==> src/rtl/sdram_timing_counters.sv <==
// Bank of independent wait-state / interval down-counters for the SDRAM controller.
// Each channel has one-shot or auto-reload expiry plus a saturating pending-event counter.
module sdram_timing_counters #(
  parameter int NCH      = 4,
  parameter int WIDTH    = 16,
  parameter int PEND_MAX = 3,
  localparam int PW      = $clog2(PEND_MAX + 1)
) (
  input  logic                 CLK,
  input  logic                 RST,
  input  logic [NCH-1:0]       LOAD,
  input  logic [NCH*WIDTH-1:0] X,
  input  logic [NCH-1:0]       MODE,
  input  logic [NCH-1:0]       HOLD,
  input  logic [NCH-1:0]       ACK,
  output logic [NCH-1:0]       ZERO,
  output logic [NCH-1:0]       EXPIRE,
  output logic [NCH-1:0]       REQ,
  output logic [NCH*PW-1:0]    PEND,
  output logic [NCH-1:0]       OVF
);

  localparam logic [PW-1:0]    PEND_SAT = PW'(PEND_MAX);
  localparam logic [WIDTH-1:0] CNT_ONE  = WIDTH'(1);

  for (genvar i = 0; i < NCH; i++) begin : g_ch
    logic [WIDTH-1:0] x_i;
    logic [WIDTH-1:0] cnt;
    logic [WIDTH-1:0] cnt_nxt;
    logic [WIDTH-1:0] reload;
    logic             mode_r;
    logic [PW-1:0]    pend;
    logic [PW-1:0]    pend_nxt;
    logic             expire_r;
    logic             ovf_r;
    logic             ovf_nxt;
    logic             expiry;
    logic             ack_eff;

    assign x_i = X[i*WIDTH +: WIDTH];

    // Terminal count is cnt==1; a count of 0 is idle, even in periodic mode.
    always_comb begin
      cnt_nxt = cnt;
      expiry  = 1'b0;
      if (LOAD[i]) begin
        cnt_nxt = x_i;
      end else if (!HOLD[i]) begin
        if (cnt == CNT_ONE) begin
          expiry  = 1'b1;
          cnt_nxt = mode_r ? reload : '0;
        end else if (cnt != '0) begin
          cnt_nxt = cnt - CNT_ONE;
        end
      end
    end

    // Simultaneous expiry and acknowledge cancel out; load-clear of ovf wins.
    always_comb begin
      ack_eff  = ACK[i] && (pend != '0);
      pend_nxt = pend;
      ovf_nxt  = ovf_r;
      if (expiry && !ack_eff) begin
        if (pend != PEND_SAT) pend_nxt = pend + PW'(1);
        else                  ovf_nxt  = 1'b1;
      end else if (ack_eff && !expiry) begin
        pend_nxt = pend - PW'(1);
      end
      if (LOAD[i]) ovf_nxt = 1'b0;
    end

    always_ff @(posedge CLK or posedge RST) begin
      if (RST) begin
        cnt      <= '0;
        reload   <= '0;
        mode_r   <= 1'b0;
        pend     <= '0;
        expire_r <= 1'b0;
        ovf_r    <= 1'b0;
      end else begin
        cnt      <= cnt_nxt;
        pend     <= pend_nxt;
        expire_r <= expiry;
        ovf_r    <= ovf_nxt;
        if (LOAD[i]) begin
          reload <= x_i;
          mode_r <= MODE[i];
        end
      end
    end

    assign ZERO[i]            = (cnt == '0);
    assign EXPIRE[i]          = expire_r;
    assign REQ[i]             = (pend != '0);
    assign PEND[i*PW +: PW]   = pend;
    assign OVF[i]             = ovf_r;
  end

endmodule

==> config.mk <==
export PLATFORM = sky130hd
export DESIGN_NAME = sdram_timing_counters
export DESIGN_NICKNAME = d
export VERILOG_FILES = /design/src/rtl/sdram_timing_counters.sv
export SDC_FILE = /design/constraint.sdc
export NUM_CORES = 1
export LEC_CHECK = 0
export ABC_AREA = 1
export CORE_ASPECT_RATIO = 1.25
export CORE_MARGIN = 2
export CORE_UTILIZATION = 57
export DETAILED_ROUTE_END_ITERATION = 6
export PLACE_DENSITY_LB_ADDON = 0.3
export SYNTH_ARGS = -nofsm -noshare
export SYNTH_HDL_FRONTEND = slang
export SYNTH_SLANG_ARGS = --single-unit
==> constraint.sdc <==
create_clock -name CLK -period 5.6 [get_ports CLK]
set_clock_uncertainty 0.2 [all_clocks]
set_input_delay 0.84 -clock CLK [delete_from_list [all_inputs] [get_ports CLK]]
set_output_delay 0.84 -clock CLK [all_outputs]
set_load 0.02 [all_outputs]
**Yosys cells after proc, flatten, opt, wreduce, memory -nomap -nowiden**

Cells that the tools add are included.

- Word-level logic and storage cells: 168
- Register bits after elaboration: 148

- Equal/unequal tests: 20
- Add/subtract/negate cells: 12
- Reduce and logical (&&, ||, !) cells: 56
- Mux-type cells: 56

Operators by type and width:

| cell | number |
|---|---|
| $mux 16 | 20 |
| $eq 16x1->1 const B | 4 |
| $logic_not 16->1 | 4 |
| $reduce_bool 16->1 | 4 |
| $sub 16x1->16 const B | 4 |
| $mux 1 | 24 |
| $mux 2 | 12 |
| $ne 2x2->1 const B | 12 |
| $reduce_and 2->1 | 12 |
| $reduce_bool 2->1 | 12 |
| $logic_and 1x1->1 | 12 |
| $reduce_bool 3->1 | 4 |
| $add 2x1->2 const B | 4 |
| $logic_not 1->1 | 8 |
| $ne 2x1->1 const B | 4 |
| $sub 2x1->2 const B | 4 |

**Depth between registers and ports, before layout**

- Depth in word-level cells: 8
- Mapped depth: 12
- Mapped depth without buffers: 12

**Worst setup path after synthesis**

No wires, ideal clock.

- Path type: flip-flop to output port
- From: reg g_ch[2].cnt[0]
- To: out ZERO[2]
- Buffers on the path: 0
- Path slack: 3.074 ns
- Arrival: 1.486 ns
- Cell stages (with the launch flop): 5
- Cell sequence: dfrtp_1 > inv_1 > ha_1 > nand2_1 > nor4_1

- Cells in the longest elaborated chain, start to end: 1

Ends and longest elaborated chain:

| what | RTL line | RTL |
|---|---|---|
| start: declaration | 28 | `logic [WIDTH-1:0] cnt;` |
| start signal: assignment | 81 | `cnt <= cnt_nxt;` |
| $logic_not 16->1 | 92 | `assign ZERO[i] = (cnt == '0);` |
| end: declaration | 16 | `output logic [NCH-1:0] ZERO,` |

No other way between the ends.

**Worst setup path after layout**

- From: reg g_ch[0].cnt[0]
- To: out ZERO[0]

- Cells in the longest elaborated chain, start to end: 1

Ends and longest elaborated chain:

| what | RTL line |
|---|---|
| start: declaration | 28 |
| start signal: assignment | 81 |
| $logic_not 16->1 | 92 |

No other way between the ends.

==> metrics.csv <==
stage,metric,value,unit
die,core_area,0.0154,mm²
pwr,power_frac_comb,21.4,%
detailed_routing,routedWlPerCell,13.3,µm
synth,synth.avg_cell_area,7.02,µm²
layout,drive_gt1_share,8.51,%
cts,root_buffer,clkbuf_16,
sta,tightest_slew,0.852,ns
die,die_area,0.0167,mm²
sta,post-route-period-util,64.1,%
sta,timing.final.crit_period,3.59,ns
sta,finalSetupTns,0,ns
synth,synth_cells,1272,
layout,syn_to_final_growth,18.8,%
detailed_routing,vias,8174,
pwr,power.total,3.15,mW
grt,overflow,0,
detailed_routing,drc,0,
synth,yosys.area.top_type_share,41.5,%
placed_design,io_buffers,105,
critical_path,end_kind,output port,
cts,cts_setup_buffers,0,
pwr,power_frac_seq,41.3,%
grt,grt_max_degree,91,
cts,cts_buffers,17,
die,fp.dieW,116,µm
pwr,internal-power,2.11,mW
layout,n_antenna_cell,0,
grt,globalRouteTotalUtil,26.4,%
critical_path,crit_fanout,4,
synth,synth_top_area_cell,dfrtp_1,
synth,yosysMostFrequentCell,nand2_1,
critical_path,path_class,reg2out,
grt,grt_pass1_vias,7967,
run,maxCapViolCount,0,
detailed_routing,vias_per_cell,5.15,
detailed_routing,routed_wl,21.0,mm
synth,yosys.cell_types.count,40,
detailed_routing,drtAntennaViolNets,0,
placed_design,hpwl,14.7,mm
die,initial_core_util,57.8,%
cts,clk_pin_slew,0.06,ns
synth,async_reset_ff_share,100,%
die,die_height,144,µm
pwr,power_switching,1.04,mW
detailed_routing,initialDrtViolationCount,549,
die,pin_count,106,
synth,yosys_register_bits,148,
sta,hold_viol,0,
pwr,p_clk_share,37.2,%
cts,clock_latency,0.44,ns
cts,hold_buffers,0,
detailed_routing,drt-pass1-iter-count,5,
critical_path,crit_required,4.56,ns
sta,setup_viol,0,
cts,cts.htree.levels,4,
cts,cts_sinks,148,
critical_path,critPathLaunchType,register,
placed_design,gp_congestion,0.920,
cts,cts_tree,done,
synth,synth_flop_cell,dfrtp_1,
pwr,power_leakage,5.51,nW
sta,max_slew_margin,43.0,%
synth,ys_seq_area_share,41.5,%
sta,rsz0062_at_grt,no,
grt,antenna_found_initial,0,
layout,fin_nets,1453,
layout,fin_area,0.0106,mm²
die,core.rowCount,51,
grt,grt_pass1_wl,35.5,mm
cts,clock_path_buffers,2,
synth,syn-num-nets,1363,
pwr,p_per_area,297,mW/mm²
pwr,peakVddDrop,0.193,mV
critical_path,critPathArrivalTime,2.55,ns
sta,finalMaxSlewViolations,0,
synth,syn_area,0.00893,mm²
run_status,status,"finished, final reports clean",
cts,post_cts_resize_count,0,
synth,yosys_warnings,0,
worst_hold_path,hold_path_class,reg2reg,
synth,synth_top_cells_by_area,"dfrtp_1 41%, nand2_1 23%, nand3_1 5.4%, nor2_1 4.5%, inv_1 4.3%",
placed_design,dpl_cell_area,0.0100,mm²
sta,fmax,279,MHz
synth,synth_edf_count,0,
synth,synth_common_cells,"558 x nand2_1, 148 x dfrtp_1, 107 x nor2_1",
pwr,p_sw_share,33.0,%
-- cell usage in the layout, fill, tap and decap left out, drive strengths merged, types with 5 or more instances in the layout --
master,netlist,final
nand3,102,102
buf,26,5
clkdlybuf4s50,0,105
dfrtp,148,148
o21ai,72,72
a21oi,16,16
nand4,16,16
ha,9,9
nand3b,5,5
nand2,582,582
xor2,7,7
clkinv,1,5
clkbuf,13,17
o21a,8,8
inv,109,117
nor3,10,10
nor2,132,132
-- final timing paths --
path	startpoint	end	slack, ns	cells after the start
setup / recovery	g_ch[0].cnt[0]	ZERO[0]	2.01	7
hold / removal	g_ch[3].reload[6]	g_ch[3].reload[6]	0.26	2
setup reg to reg	g_ch[1].cnt[0]	g_ch[1].cnt[8]	3.39	9
hold reg to reg	g_ch[3].reload[6]	g_ch[3].reload[6]	0.26	2
max in group asynchronous	RST	g_ch[3].cnt[14]	3.50	3
min in group asynchronous	RST	g_ch[2].cnt[9]	0.77	2
-- sequential cells by signal, summed over array words and instances (netlist names) --
name and count:
g_ch.mode_r 4, g_ch.cnt 64, g_ch.reload 64, g_ch.expire_r 4, g_ch.pend 8, g_ch.ovf_r 4
-- routing by layer --
layer	track usage [%]	share of wire (%)
met1	32.1	43
met2	45.7	50
met3	4.68	3.9
met4	11.9	2.9
met5	0	0
-- worst max-delay path, stage by stage, from the launching register on --
cell	delay, ns
dfrtp_1	0.40
inv_1	0.10
ha_1	0.25
nand3_1	0.18
inv_1	0.17
nand4_1	0.19
nor3_1	0.21
clkdlybuf4s50_1	0.63
-- per-stage QoR --
step                      setup WS (ns)  hold WS, ns  std cells  utilization, %
after floorplan                   0.580        0.230       1272               -
after global placement             2.11        0.244       1555            64.9
after detailed placement           2.04        0.250       1555            64.9
after CTS                          1.99        0.266       1587            68.7
after global routing               1.89        0.278       1587            68.7
final                              2.01        0.262       1587            68.7
-- layout make-up --
cell class / count / area (µm²)
multi-input cells: 975 / 4540
flip-flops and latches: 148 / 3700
inverters: 110 / 423
well taps: 212 / 265
fillers: 1319 / 4830
clock inverters: 15 / 169
repair buffers: 110 / 1090
clock buffers: 17 / 425
-- logic make-up after synthesis --
family / share of synthesized area [%]
XOR/XNOR: 1.08
AND/OR/NAND/NOR: 41.9
buffers and inverters: 7.71
flip-flops: 41.5
adder cells (fa/ha/maj): 1.26
AO/OA/AOI/OAI: 6.61
-- power groups by stage --
| stage | Combinational (mW) | Sequential [mW] | Clock (mW) |
|---|---|---|---|
| 2_1_floorplan | 0.493 | 1.29 | 0 |
| 3_3_place_gp | 0.652 | 1.31 | 0 |
| 3_5_place_dp | 0.670 | 1.32 | 0 |
| 4_1_cts | 0.677 | 1.30 | 1.19 |
| 5_1_grt | 0.771 | 1.32 | 1.23 |
| 6_report | 0.675 | 1.30 | 1.17 |
Note: power is estimated with default switching activity, not from simulation.
